<file path="src/rtl/riscv_pkg.sv">
// Shared definitions for the instruction-fetch slice.
//   XLEN          : architectural register / address width
//   NOP_INSTR     : encoding of addi x0,x0,0, shown when nothing is queued
//   fetch_state_t : fetch sequencer states
package riscv_pkg;

  localparam int XLEN = 32;
  localparam logic [XLEN-1:0] NOP_INSTR = 32'h0000_0013;

  typedef enum logic [1:0] {
    IDLE = 2'd0,
    RUN  = 2'd1,
    HALT = 2'd2
  } fetch_state_t;

endpackage

</file>
<file path="src/rtl/fetch_queue.sv">
// Prefetch queue: synchronous FIFO of {pc, instruction} entries.
// Ports:
//   clock, Reset        : rising-edge clock, async active-low reset
//   push, push_data     : write an entry at the tail
//   pop                 : drop the head entry
//   flush               : empty the queue (wins over push/pop)
//   head                : head entry, only meaningful while !empty
//   empty, count        : occupancy status
module fetch_queue #(
  parameter int DEPTH = 4,
  parameter int W     = 64
) (
  input  logic                     clock,
  input  logic                     Reset,
  input  logic                     push,
  input  logic [W-1:0]             push_data,
  input  logic                     pop,
  input  logic                     flush,
  output logic [W-1:0]             head,
  output logic                     empty,
  output logic [$clog2(DEPTH):0]   count
);

  localparam int PW = $clog2(DEPTH);
  localparam int CW = PW + 1;
  localparam logic [CW-1:0] DEPTH_C = CW'(DEPTH);

  logic [W-1:0]  mem [DEPTH];
  logic [PW-1:0] wr_ptr;
  logic [PW-1:0] rd_ptr;
  logic          pop_ok;
  logic          push_ok;

  assign empty   = (count == '0);
  assign head    = mem[rd_ptr];
  assign pop_ok  = pop && !empty;
  // Credits upstream should make overflow impossible; guard anyway.
  assign push_ok = push && ((count != DEPTH_C) || pop_ok);

  always_ff @(posedge clock or negedge Reset) begin
    if (!Reset) begin
      wr_ptr <= '0;
      rd_ptr <= '0;
      count  <= '0;
    end else if (flush) begin
      wr_ptr <= '0;
      rd_ptr <= '0;
      count  <= '0;
    end else begin
      if (push_ok) wr_ptr <= wr_ptr + 1'b1;
      if (pop_ok)  rd_ptr <= rd_ptr + 1'b1;
      count <= count + CW'(push_ok) - CW'(pop_ok);
    end
  end

  always_ff @(posedge clock) begin
    if (push_ok && !flush) mem[wr_ptr] <= push_data;
  end

endmodule

</file>
<file path="src/rtl/fetch_unit.sv">
// Instruction fetch unit: issues sequential fetch requests, collects in-order
// responses into a prefetch queue and hands {Instruction, InstrPC} to the
// datapath. Redirects flush the queue and discard responses still in flight.
//
// Build option: FETCH_ALIGN_CHECK_EN -- when defined, a redirect to a
// non-word-aligned target raises AlignFault and parks the unit in HALT until
// reset; otherwise the target's low two bits are cleared.
//
// Ports:
//   clock, Reset            : rising-edge clock, async active-low reset
//   req_valid/ready/addr    : instruction-memory request
//   rsp_valid/rsp_data      : in-order memory response, always accepted
//   Redirect/RedirectPC     : taken branch/jump from the datapath
//   InstrValid/Ready        : delivery handshake to the datapath
//   Instruction/InstrPC     : head instruction and its address
//   AlignFault              : sticky misaligned-redirect flag
//
// state | meaning
// IDLE  | one cycle after reset release, no requests
// RUN   | fetching, credit-limited
// HALT  | misaligned redirect seen, no requests until reset
module fetch_unit
  import riscv_pkg::*;
#(
  parameter logic [31:0] RESET_PC = 32'h0000_0000,
  parameter int          DEPTH    = 4
) (
  input  logic            clock,
  input  logic            Reset,
  output logic            req_valid,
  input  logic            req_ready,
  output logic [XLEN-1:0] req_addr,
  input  logic            rsp_valid,
  input  logic [XLEN-1:0] rsp_data,
  input  logic            Redirect,
  input  logic [XLEN-1:0] RedirectPC,
  output logic            InstrValid,
  input  logic            InstrReady,
  output logic [XLEN-1:0] Instruction,
  output logic [XLEN-1:0] InstrPC,
  output logic            AlignFault
);

  localparam int CW = $clog2(DEPTH) + 1;
  localparam logic [CW:0] DEPTH_C = (CW+1)'(DEPTH);

  fetch_state_t    state;
  logic [XLEN-1:0] fetch_pc;
  logic [XLEN-1:0] issue_pc;
  logic [XLEN-1:0] last_pc;
  logic [XLEN-1:0] redirect_pc;
  logic [CW-1:0]   outstanding;
  logic [CW-1:0]   discard;
  logic [CW-1:0]   q_count;
  logic [CW:0]     credits_used;
  logic            align_fault;
  logic            misaligned;
  logic            redirect_act;
  logic            rsp_live;
  logic            req_fire;
  logic            q_push;
  logic            q_pop;
  logic            q_empty;
  logic [2*XLEN-1:0] q_head;

`ifdef FETCH_ALIGN_CHECK_EN
  assign redirect_pc = RedirectPC;
  assign misaligned  = (RedirectPC[1:0] != 2'b00);
`else
  assign redirect_pc = RedirectPC & ~32'h3;
  assign misaligned  = 1'b0;
`endif

  // HALT ignores redirects; only reset leaves it.
  assign redirect_act = Redirect && (state != HALT);
  // Responses with nothing outstanding belong to requests abandoned by reset.
  assign rsp_live     = rsp_valid && (outstanding != '0);
  assign q_push       = rsp_live && !redirect_act && (discard == '0);
  assign q_pop        = InstrValid && InstrReady;

  assign credits_used = {1'b0, outstanding} + {1'b0, q_count};
  assign req_valid    = (state == RUN) && !Redirect && (credits_used < DEPTH_C);
  assign req_addr     = fetch_pc;
  assign req_fire     = req_valid && req_ready;

  assign InstrValid   = !q_empty;
  assign Instruction  = q_empty ? NOP_INSTR : q_head[XLEN-1:0];
  assign InstrPC      = q_empty ? last_pc   : q_head[2*XLEN-1:XLEN];
  assign AlignFault   = align_fault;

  fetch_queue #(
    .DEPTH (DEPTH),
    .W     (2*XLEN)
  ) u_queue (
    .clock     (clock),
    .Reset     (Reset),
    .push      (q_push),
    .push_data ({issue_pc, rsp_data}),
    .pop       (q_pop),
    .flush     (redirect_act),
    .head      (q_head),
    .empty     (q_empty),
    .count     (q_count)
  );

  always_ff @(posedge clock or negedge Reset) begin
    if (!Reset) begin
      state       <= IDLE;
      fetch_pc    <= RESET_PC;
      issue_pc    <= RESET_PC;
      last_pc     <= '0;
      outstanding <= '0;
      discard     <= '0;
      align_fault <= 1'b0;
    end else begin
      if (!q_empty) last_pc <= q_head[2*XLEN-1:XLEN];
      outstanding <= outstanding + CW'(req_fire) - CW'(rsp_live);
      if (redirect_act) begin
        fetch_pc <= redirect_pc;
        issue_pc <= redirect_pc;
        // Everything still in flight after this edge predates the redirect.
        discard  <= outstanding - CW'(rsp_live);
        if (misaligned) begin
          state       <= HALT;
          align_fault <= 1'b1;
        end else if (state == IDLE) begin
          state <= RUN;
        end
      end else begin
        if (state == IDLE) state <= RUN;
        if (req_fire) fetch_pc <= fetch_pc + 32'd4;
        if (rsp_live) begin
          if (discard != '0) discard  <= discard - 1'b1;
          else               issue_pc <= issue_pc + 32'd4;
        end
      end
    end
  end

endmodule
</file>
<file path="config.mk">
export PLATFORM = sky130hd
export DESIGN_NAME = fetch_unit
export DESIGN_NICKNAME = d
export VERILOG_FILES = /design/src/rtl/riscv_pkg.sv /design/src/rtl/fetch_queue.sv /design/src/rtl/fetch_unit.sv
export SDC_FILE = /design/constraint.sdc
export NUM_CORES = 1
export LEC_CHECK = 0
export CAP_MARGIN = 15
export CELL_PAD_IN_SITES_DETAIL_PLACEMENT = 2
export CELL_PAD_IN_SITES_GLOBAL_PLACEMENT = 2
export CORE_ASPECT_RATIO = 1.4
export CORE_UTILIZATION = 38
export CTS_BUF_LIST = sky130_fd_sc_hd__clkbuf_8
export DETAILED_ROUTE_END_ITERATION = 7
export GPL_TIMING_DRIVEN = 0
export PLACE_DENSITY_LB_ADDON = 0.08
export SLEW_MARGIN = 20
export SYNTH_ARGS = -nofsm -noshare
export SYNTH_HDL_FRONTEND = slang
export SYNTH_SLANG_ARGS = --single-unit
</file>
<file path="constraint.sdc">
create_clock -name clock -period 3.2 [get_ports clock]
set_input_delay 0.48 -clock clock [delete_from_list [all_inputs] [get_ports clock]]
set_output_delay 0.48 -clock clock [all_outputs]
set_load 0.01 [all_outputs]
</file>
## After elaboration in Yosys (flattened, before gate mapping)

Memories as Yosys holds them, arrays and structs flattened.
Index checks and enable logic that the tools add are counted.
Widths: inputs -> output; s select.

- Bits in registers: 110
- Memories: 1
- RAM bits: 256
- Logic and storage cells: 66
- Output and inout bits: 99

Memories:

| memory | depth | width | read ports | clocked after Yosys merged registers in | write ports | RTL line | RTL |
|---|---|---|---|---|---|---|---|
| u_queue.mem | 4 | 64 | 1 | 0 | 1 | fetch_queue.sv:28 | `logic [W-1:0] mem [DEPTH];` |

- Add/subtract/negate cells: 11
- Muxes and demuxes: 17
- Reductions and logical operators: 25
- Eq/ne operators: 2
- $lt $le $gt $ge: 1

Operator list:

| operator | number |
|---|---|
| $mux 32 | 7 |
| $add 32x3->32 const B | 2 |
| $mux 3 | 4 |
| $logic_and 1x1->1 | 10 |
| $reduce_bool 2->1 | 5 |
| $sub 3x1->3 | 3 |
| $mux 2 | 4 |
| $add 3x1->3 | 2 |
| $logic_not 3->1 | 2 |
| $reduce_bool 3->1 | 2 |
| $add 2x1->2 const B | 2 |
| $add 3x3->4 | 1 |
| $lt 4x3->1 const B | 1 |
| $reduce_and 2->1 | 2 |
| $ne 3x3->1 const B | 1 |
| $sub 3x1->3 const B | 1 |
| $logic_not 1->1 | 2 |
| $logic_not 2->1 | 1 |
| $mux 1 | 2 |
| $ne 2x1->1 const B | 1 |
| $logic_or 1x1->1 | 1 |

## Logic depth before layout (Yosys ltp)

Gate-level depths: netlist (run 1).

- Depth in word-level cells: 9
- Gate-level depth with buffers: 11

## Hierarchy

Synthesis (run 1) repeated with hierarchy kept, for this count alone.

- Cells, all modules: 902
- Area total of the unflattened synthesis: 14929.3 sq um

Modules (own cells, without submodules):

| module | cells each | times used | area an instance (sq um) |
|---|---|---|---|
| fetch_queue | 378 | 1 | 9670.5 |
| fetch_unit | 524 | 1 | 5258.8 |

## Worst setup path after synthesis (run 1)

No wires, ideal clock.

- Path kind: flip-flop to flip-flop
- From: register discard[0]
- To: memory u_queue.mem[1][0] (enable)
- Cell stages (with the launch flop): 6
- Data arrival time: 2.780 ns
- Clock period less this slack: 3.207 ns
- Setup time: 0.426 ns
- Required time: 2.774 ns
- Setup slack: -0.007 ns
- Cells stage by stage: dfrtp_1 inv_1 ha_1 nand2b_1 nor4_2 and2_1

- Word-level cells in the longest chain between the ends: 6

Ends and longest elaborated chain:

| what | RTL line | RTL |
|---|---|---|
| start: declaration | fetch_unit.sv:53 | `logic [CW-1:0] discard;` |
| start signal: assignment | fetch_unit.sv:122 | `discard <= outstanding - CW'(rsp_live);` |
| start signal: assignment | fetch_unit.sv:133 | `if (discard != '0) discard <= discard - 1'b1;` |
| $logic_not 3->1 | fetch_unit.sv:78 | `assign q_push = rsp_live && !redirect_act && (discard == '0);` |
| $logic_and 1x1->1 | fetch_unit.sv:78 |  |
| $logic_and 1x1->1 | fetch_queue.sv:38 | `assign push_ok = push && ((count != DEPTH_C) \|\| pop_ok);` |
| $logic_and 1x1->1 | fetch_queue.sv:57 | `if (push_ok && !flush) mem[wr_ptr] <= push_data;` |
| $mux 1 | fetch_queue.sv:57 |  |
| $mux 1 (not written as such) | fetch_queue.sv:57 |  |
| end: declaration | fetch_queue.sv:28 |  |

Every way passes these cells.

## Worst setup path in the final report (run 1)

- From: register u_queue.rd_ptr[0]
- To: output InstrPC[18]

- Word-level cells in the longest chain between the ends: 2

Ends and longest elaborated chain:

| what | RTL line | RTL |
|---|---|---|
| start: declaration | fetch_queue.sv:30 | `logic [PW-1:0] rd_ptr;` |
| start signal: assignment | fetch_queue.sv:51 | `if (pop_ok) rd_ptr <= rd_ptr + 1'b1;` |
| $mem_v2 4x64 | n/a |  |
| $mux 32 | fetch_unit.sv:88 | `assign InstrPC = q_empty ? last_pc : q_head[2*XLEN-1:XLEN];` |
| end: declaration | fetch_unit.sv:40 | `output logic [XLEN-1:0] InstrPC,` |

Every way passes these cells.

==> summary.md, run 1 <==
| Metric | Value |
|---|---|
| Post-synthesis cell type count | 48 |
| Largest area contributor in the netlist | edfxtp_1 |
| TritonCTS clock tree | built |
| Element type at the critical path start | flop |
| Post-Route WL | 36,200 µm |
| Placed cell area | 0.0170 mm² |
| Mapped Cells | 925 |
| Worst EP required | 2.72 ns |
| Async S/R FF share, synth | 0.299 |
| Share of cells above drive strength 1 | 0.186 |
| Final worst setup slack | 0.115 ns |
| Hold slack | 0.387 ns |
| Kind of critical path | flop to primary output |
| Site Rows | 84 |
| Mean post-synth cell area | 15.8 µm² |
| Yosys reg bits | 354 |
| First-pass DRT Iterations | 4 |
| Leakage | 6.52 nW |
| FF-to-FF Start | outstanding[2] |
| GR Util met1 | 0.235 |
| Design Area, Final | 0.0182 mm² |
| I/O pin count | 169 |
| Initial antenna violation count | 0 |
| Total GRT Usage | 0.193 |
| Post-synth EDFFs | 248 |
| Largest net degree at the start of global routing | 65 |
| Initial DRC count | 380 |
| Setup crit start | u_queue.rd_ptr[0] |
| Setup violators final | 0 |
| RSZ-0062 raised after global routing | yes |
| Nets@finish | 1,244 |
| Chip height | 234 µm |
| Clock sinks | 354 |
| Worst Tran Pin Value | 0.854 ns |
| GR met3 Demand/Resource | 0.0292 |
| Largest buffer count on any clock path | 3 |
| Num CTS Buffers | 55 |
| Hold WC Path Type | input port to asynchronous set/reset pin |
| GPL Wtd Cong | 0.737 |
| Mean number of vias per cell | 5.14 |
| Drt wl/cell | 21.6 µm |
| Syn. warnings | 0 |
| # diodes | 0 |
| Area share of the largest cell type after synthesis | 0.511 |
| Core area | 0.0377 mm² |
| Initial cell density of the core | 0.387 |
| Sequential share of the synthesized area | 0.693 |
| Post-DP HPWL | 24,700 µm |
| Power Density | 770 mW/mm² |
| Outcome | completed |
| GRT Max-Usage Layer | met2 |
| Most common cell in the netlist | edfxtp_1 |
| Die width | 168 µm |
| Mapped cell area | 0.0146 mm² |
| Worst vdd ir | 0.288 mV |
| Predominant post-synthesis flop cell | edfxtp_1 |
| Crit. End Element | primary output |
| Antenna Nets Post-Route | 0 |
| Tmin final | 3.09 ns |
| Fin. max-slew vios | 0 |
| DIE AREA | 0.0392 mm² |
| Clk_lat worst skew | 0.60 ns |
| Vias in the first global route | 9,719 |
| Via count | 8,611 |
| Layout area overhead | 24.9% |
| Hold Vio Cnt, Final | 0 |
| Max-Cap Viols | 0 |
| H-tree Lvls | 2 |
| Dpl ws | -0.104 ns |
| Fin Clk Skew | 0.0260 ns |
| DRC Markers | 0 |
| Final TNS setup | 0 ns |
| Final core occ | 0.483 |
| Rel. slew slack | 0.427 |
| Gr ovfl total | 0 |
| Largest fanout on the critical path | 10 |
| Final worst-path cycle share | 0.964 |
| First-pass GRT wire length | 57,200 µm |
| Synth top area cells | edfxtp_1 (51%), dfrtp_1 (18%), mux4_2 (9.6%) |
| Most frequent cells after synthesis | edfxtp_1 (248), nand2_1 (113), dfrtp_1 (106), mux4_2 (62), and2_1 (41) |
| Buffers on Ports | 163 |
| Clock transition at path regs | 0.07 ns |
| Max Fclk | 324 MHz |
| Met2 Resource Use GR | 0.353 |
| CP arrival | 2.61 ns |
| Clk root buf | clkbuf_8 |
kinds of logic (layout without fill, tap and decap cells):
group / Yosys count / count (layout) / share of synthesized area
fa+ha+maj: 18 / 18 / 0.0165
flops: 354 / 354 / 0.693
compound gates: 65 / 65 / 0.0284
other cells: 2 / 4 / 0.000515
simple gates: 290 / 290 / 0.103
buf+inv: 66 / 340 / 0.0204
mux: 79 / 79 / 0.109
xor+xnor: 51 / 51 / 0.0306
layer usage:
metal | share of wire | wire length [µm]
met1 | 0.42 | 15100
met2 | 0.53 | 19000
met3 | 0.036 | 1310
met4 | 0.021 | 751
met5 | 0 | 0
cells in the final DEF, fill, tap and decap left out, types with 5 or more instances in the layout:
master,n
edfxtp_1,248
clkbuf_1,10
a21oi_1,17
clkdlybuf4s50_1,158
mux4_2,62
nor2_1,26
buf_2,5
o21ai_0,13
nand4_1,25
and2_1,37
clkinv_2,14
clkinv_1,10
o31a_1,6
or3_1,8
mux2_2,13
nand2_1,113
xor2_1,30
clkbuf_8,61
dfrtp_1,103
xnor2_1,21
nand2b_1,9
and3_1,8
inv_1,28
ha_1,16
nor4_1,6
nor3_1,12
buf_6,11
nand3_1,23
o21a_1,5
buf_4,9
clkbuf_2,9
a31oi_1,7
a21boi_0,9
where the power goes:
group	switching (mW)	internal, mW	leakage, nW
Clock	1.82	2.09	0.621
Combinational	2.16	2.26	2.43
Sequential	0.330	5.36	3.47
metrics by stage:
| stage | instances | total power [mW] |
|---|---|---|
| floorplan | 927 | 7.91 |
| global placement | 1563 | 10.1 |
| detailed placement | 1569 | 10.2 |
| global route | 1674 | 14.9 |
| CTS | 1672 | 14.3 |
| finish | 1674 | 14.0 |
sequential cells by signal, summed over array words and instances (netlist names):
register,count
state,1
req_addr,30
discard,3
issue_pc,30
u_queue.mem,248
u_queue.rd_ptr,2
outstanding,3
u_queue.count,3
last_pc,32
u_queue.wr_ptr,2
critical path: stages (launching register included):
cell             delay [ns]
dfrtp_4                0.55
buf_6                  0.23
mux4_2                 0.54
nand2_1                0.10
nand2_1                0.07
clkdlybuf4s50_1        0.53
worst paths after layout:
check | depth (start not counted) | endpoint | slack, ns
worst max-delay path | 5 | InstrPC[18] | 0.11
worst min-delay path | 2 | outstanding[2] | 0.39
worst max register to register | 11 | outstanding[2] | 0.38
worst min register to register | 2 | last_pc[10] | 0.46
max in group asynchronous | 3 | last_pc[8] | 2.09
min in group clock | 2 | last_pc[10] | 0.46
final cells by class:
| class | count | area (µm²) |
|---|---|---|
| clock buffers | 61 | 840 |
| inverters | 22 | 82.6 |
| repair buffers | 174 | 1800 |
| fillers | 3556 | 19500 |
| clock inverters | 41 | 299 |
| plain buffers | 42 | 273 |
| flip-flops and latches | 354 | 10100 |
| multi-input cells | 507 | 4230 |
| well taps | 473 | 592 |
repair_timing:
item / CTS / global route
hold endpoints to repair: 42 / 0
resized for setup: 32 / 14
buffers inserted: 2 / 2
hold buffers: 1 / 0
setup endpoints to repair: 63 / 67
pin swaps: 0 / 1
Power figures use the tool's default switching activity.
==> run 2: changes to the inputs <==
--- a/config.mk
+++ b/config.mk
@@ -12,8 +12,9 @@
 export CORE_UTILIZATION = 38
 export CTS_BUF_LIST = sky130_fd_sc_hd__clkbuf_8
 export DETAILED_ROUTE_END_ITERATION = 7
-export GPL_TIMING_DRIVEN = 0
 export PLACE_DENSITY_LB_ADDON = 0.08
+export SKIP_CTS_REPAIR_TIMING = 1
+export SKIP_LAST_GASP = 1
 export SLEW_MARGIN = 20
 export SYNTH_ARGS = -nofsm -noshare
 export SYNTH_HDL_FRONTEND = slang
==> summary.md, run 2 (synthesized netlist as in run 1, its figures left out) <==
| Metric | Value |
|---|---|
| Met3 routed WL | 1140 µm |
| Biggest regs | u_queue.mem x248, last_pc x32 |
| First-pass DRT Iterations | 4 |
| Initial cell density of the core | 0.387 |
| Core area | 0.0377 mm² |
| Initial antenna violation count | 0 |
| Clock transition at path regs | 0.06 ns |
| Reg area | 0.0101 mm² |
| Post-Route WL | 35,600 µm |
| Max Fclk | 326 MHz |
| Post-route insts no fill | 1,662 |
| M1 WL | 15,200 µm |
| Hold WC Path Type | input port to asynchronous set/reset pin |
| Largest fanout on the critical path | 12 |
| Total GRT Usage | 0.188 |
| Gr ovfl total | 0 |
| Site Rows | 84 |
| Worst vdd ir | 0.625 mV |
| GPL Wtd Cong | 0.750 |
| Biggest register | u_queue.mem |
| Final worst-path cycle share | 0.958 |
| Chip height | 234 µm |
| Via count | 8,619 |
| # diodes | 0 |
| # fillers | 3,524 |
| Worst Tran Pin Value | 0.798 ns |
| Most common cell after layout, fill and taps aside | edfxtp_1 |
| Num CTS Buffers | 55 |
| Most frequent cells in the layout | edfxtp_1 (248), clkdlybuf4s50_1 (159), nand2_1 (113), dfrtp_1 (104), clkbuf_8 (64) |
| Initial DRC count | 409 |
| CP arrival | 2.59 ns |
| DRC Markers | 0 |
| First-pass GRT wire length | 55,900 µm |
| Largest buffer count on any clock path | 3 |
| Worst EP required | 2.72 ns |
| Outcome | completed |
| Final worst setup slack | 0.134 ns |
| Layout area overhead | 25.2% |
| Area of the multi-input gates | 0.00421 mm² |
| Post-DP HPWL | 22,800 µm |
| Fin. max-slew vios | 0 |
| Antenna Nets Post-Route | 0 |
| TritonCTS clock tree | built |
| Clk root buf | clkbuf_8 |
| Detailed route wirelength on metal2 | 18,500 µm |
| Top routing layer in use | met4 |
| Die width | 168 µm |
| Max-Cap Viols | 0 |
| Largest net degree at the start of global routing | 79 |
| DP Cell Count | 1,543 |
| Power Density | 764 mW/mm² |
| Power Total | 13.9 mW |
| Setup violators final | 0 |
| DIE AREA | 0.0392 mm² |
| Largest register FFs | 248 |
| Element type at the critical path start | flop |
| Rel. slew slack | 0.465 |
| Crit. End Element | primary output |
| Leakage | 6.57 nW |
| Buffers on Ports | 163 |
| Hold Vio Cnt, Final | 0 |
| I/O pin count | 169 |
| Kind of critical path | flop to primary output |
| Share of cells above drive strength 1 | 0.173 |
| Nets@finish | 1,230 |
| Fin Clk Skew | 0.0234 ns |
| H-tree Lvls | 2 |
| Vias in the first global route | 9,636 |
| Final TNS setup | 0 ns |
| Drt wl/cell | 21.4 µm |
| Clk_lat worst skew | 0.60 ns |
| Mean number of vias per cell | 5.19 |
| Tmin final | 3.07 ns |
| Dpl ws | 0.236 ns |
| Clock sinks | 354 |
## run 2: cell types whose count changed in the layout (fill, tap and decap cells not counted), sizes merged
cell | previous run | this run
inv | 30 | 50
clkbuf | 83 | 65
clkinv | 27 | 9
buf | 31 | 38
bufinv | 4 | 2
clkdlybuf4s50 | 158 | 159
clkinvlp | 2 | 1
dlymetal6s2s | 4 | 3
## run 2: layer usage
| layer | vias up | GRT usage |
|---|---|---|
| li1 | 3901 | - |
| met1 | 4480 | 0.237 |
| met2 | 198 | 0.334 |
| met3 | 40 | 0.0262 |
| met4 | 0 | 0.0571 |
| met5 | - | 0 |
## run 2: layout make-up
type / count / share of cell area
multi-input cells: 507 / 0.230
flip-flops and latches: 354 / 0.553
repair buffers: 202 / 0.119
inverters: 22 / 0.00452
well taps: 473 / 0.0324
clock inverters: 40 / 0.0117
clock buffers: 64 / 0.0482
## run 2: worst paths after layout
| check | startpoint | endpoint | slack, ns | cells after the start |
|---|---|---|---|---|
| min | Reset | state[0] | 0.38 | 2 |
| max | u_queue.rd_ptr[0] | InstrPC[3] | 0.13 | 6 |
| min in group clock | last_pc[10] | last_pc[10] | 0.46 | 2 |
| max reg2reg | outstanding[1] | outstanding[2] | 0.44 | 9 |
| min reg2reg | last_pc[10] | last_pc[10] | 0.46 | 2 |
| max in group asynchronous | Reset | last_pc[9] | 1.97 | 3 |
## run 2: through the flow
step	cell area (µm²)	hold WS, ns	util
detailed placement	17000	0.456	0.450
global placement	17000	0.447	0.450
floorplan	14600	0.184	-
finish	18300	0.379	0.484
CTS	18100	-0.199	0.480
global route	18300	0.379	0.484
## run 2: critical path: stages (launching register included)
cell and delay, ns:
dfrtp_4 0.46, buf_12 0.15, clkbuf_16 0.20, mux4_2 0.51, nand2_1 0.09, nand2_1 0.07, clkdlybuf4s50_1 0.51
## run 2: power breakdown
part | internal [mW] | switching, mW
combinational | 2.37 | 2.21
sequential | 5.36 | 0.298
clock | 1.98 | 1.74
total | 9.70 | 4.25
==> run 3: changes to the inputs <==
--- a/config.mk
+++ b/config.mk
@@ -13,6 +13,7 @@
 export CTS_BUF_LIST = sky130_fd_sc_hd__clkbuf_8
 export DETAILED_ROUTE_END_ITERATION = 7
 export PLACE_DENSITY_LB_ADDON = 0.08
+export REMOVE_ABC_BUFFERS = 1
 export SKIP_CTS_REPAIR_TIMING = 1
 export SKIP_LAST_GASP = 1
 export SLEW_MARGIN = 20
==> summary.md, run 3 (synthesized netlist as in run 1, its figures left out) <==
| Metric | Value |
|---|---|
| Kind of critical path | flop to primary output |
| Flop2flop setup slack | 0.40 ns |
| Max-Cap Viols | 0 |
| Die width | 168 µm |
| Mean number of vias per cell | 5.14 |
| Crit. End Element | primary output |
| Total GRT Usage | 0.184 |
| # diodes | 0 |
| Power Total | 13.7 mW |
| Outcome | completed |
| Largest buffer count on any clock path | 3 |
| DIE AREA | 0.0392 mm² |
| TritonCTS clock tree | built |
| Via count | 8,558 |
| Dpl ws | 0.252 ns |
| Reg-to-reg endpoint | outstanding[2] |
| Rel. slew slack | 0.435 |
| Core area | 0.0377 mm² |
| Num CTS Buffers | 56 |
| Nets@finish | 1,235 |
| Post-DP HPWL | 23,000 µm |
| DP Cell Count | 1,550 |
| Largest fanout on the critical path | 6 |
| Slowest CP cell | mux4_2 |
| I/O pin count | 169 |
| Worst vdd ir | 0.416 mV |
| Leakage | 6.54 nW |
| Biggest regs | u_queue.mem x248, last_pc x32 |
| Worst EP required | 2.72 ns |
| Drt wl/cell | 21.0 µm |
| Most common cell after layout, fill and taps aside | edfxtp_1 |
| Share of cells above drive strength 1 | 0.180 |
| Chip height | 234 µm |
| Reg2reg path depth | 9 |
| Setup violators final | 0 |
| Tmin final | 3.09 ns |
| Final worst setup slack | 0.110 ns |
| RSZ-0062 raised after global routing | yes |
| # fillers | 3,569 |
| Fin. max-slew vios | 0 |
| Largest net degree at the start of global routing | 61 |
| Biggest register | u_queue.mem |
| Clock sinks | 354 |
| Worst Tran Pin Value | 0.841 ns |
| Vias in the first global route | 9,374 |
| Fin Clk Skew | 0.0137 ns |
| Placed cell area | 0.0170 mm² |
| FF-to-FF Start | outstanding[1] |
| Design Area, Final | 0.0182 mm² |
| CP arrival | 2.61 ns |
| Clk root buf | clkbuf_8 |
| Final TNS setup | 0 ns |
| Clock transition at path regs | 0.06 ns |
| Final core occ | 0.483 |
| Layout area overhead | 24.9% |
| Crit path cell chain | clkbuf_4 -> buf_4 -> mux4_2 -> nand2_1 -> nand2_1 -> clkdlybuf4s50_1 |
| Most used cell along the critical path | nand2_1 |
| Antenna Nets Post-Route | 0 |
| Final worst-path cycle share | 0.966 |
| Largest register FFs | 248 |
| Post-Route WL | 34,900 µm |
| Most frequent cells in the layout | edfxtp_1 (248), clkdlybuf4s50_1 (161), nand2_1 (113), dfrtp_1 (104), clkbuf_8 (63) |
| Hold WC Path Type | input port to asynchronous set/reset pin |
| CP max stage delay | 0.53 ns |
| Hold slack | 0.399 ns |
| GPL Wtd Cong | 0.756 |
| Site Rows | 84 |
| H-tree Lvls | 2 |
| First-pass GRT wire length | 55,000 µm |
| Element type at the critical path start | flop |
| Clk_lat worst skew | 0.60 ns |
| Power Density | 754 mW/mm² |
| Buffers on Ports | 163 |
| DRC Markers | 0 |
| Gr ovfl total | 0 |
| Initial antenna violation count | 1 |
| Max Fclk | 324 MHz |
| Initial cell density of the core | 0.387 |
| Post-route insts no fill | 1,666 |
| Hold Vio Cnt, Final | 0 |
| First-pass DRT Iterations | 6 |
| Initial DRC count | 335 |
==> run 3: cell count changes in the layout (fill, tap and decap cells not counted), moves of 3 or more <==
cell	delta
clkinv_2	+10
buf_4	+6
inv_1	-5
and2_2	-4
and2_4	+4
buf_12	-3
==> run 3: final cells by class <==
| type | instances | area [µm²] | area share |
|---|---|---|---|
| Sequential cell | 354 | 10100 | 0.555 |
| Clock inverter | 42 | 225 | 0.0124 |
| Multi-Input combinational cell | 507 | 4210 | 0.231 |
| Inverter | 22 | 82.6 | 0.00454 |
| Clock buffer | 62 | 853 | 0.0469 |
| Timing Repair Buffer | 206 | 2140 | 0.118 |
| Tap cell | 473 | 592 | 0.0325 |
==> run 3: report_power, final <==
group | switching (mW) | internal, mW
Sequential | 0.314 | 5.36
Combinational | 2.08 | 2.28
Clock | 1.77 | 1.94
==> run 3: routing by layer <==
metal	track usage	vias to the layer above	routed length, µm
li1	-	3903	-
met1	0.230	4419	14900
met2	0.329	178	18100
met3	0.0294	58	1170
met4	0.0559	0	793
met5	0	-	0
==> run 3: critical path: cells and delay by family (launching register included) <==
family	cells	cell delay, ns
buf+inv	3	0.81
flops	1	0.50
mux	1	0.53
simple gates	2	0.18
==> run 3: worst max-delay path by stage <==
stage / startpoint / endpoint
after floorplan: u_queue.count[1] / u_queue.count[2]
after global placement: Redirect / outstanding[2]
after detailed placement: Redirect / outstanding[2]
after CTS: u_queue.count[1] / InstrPC[20]
after global routing: u_queue.count[1] / InstrPC[20]
final: u_queue.rd_ptr[0] / InstrPC[7]
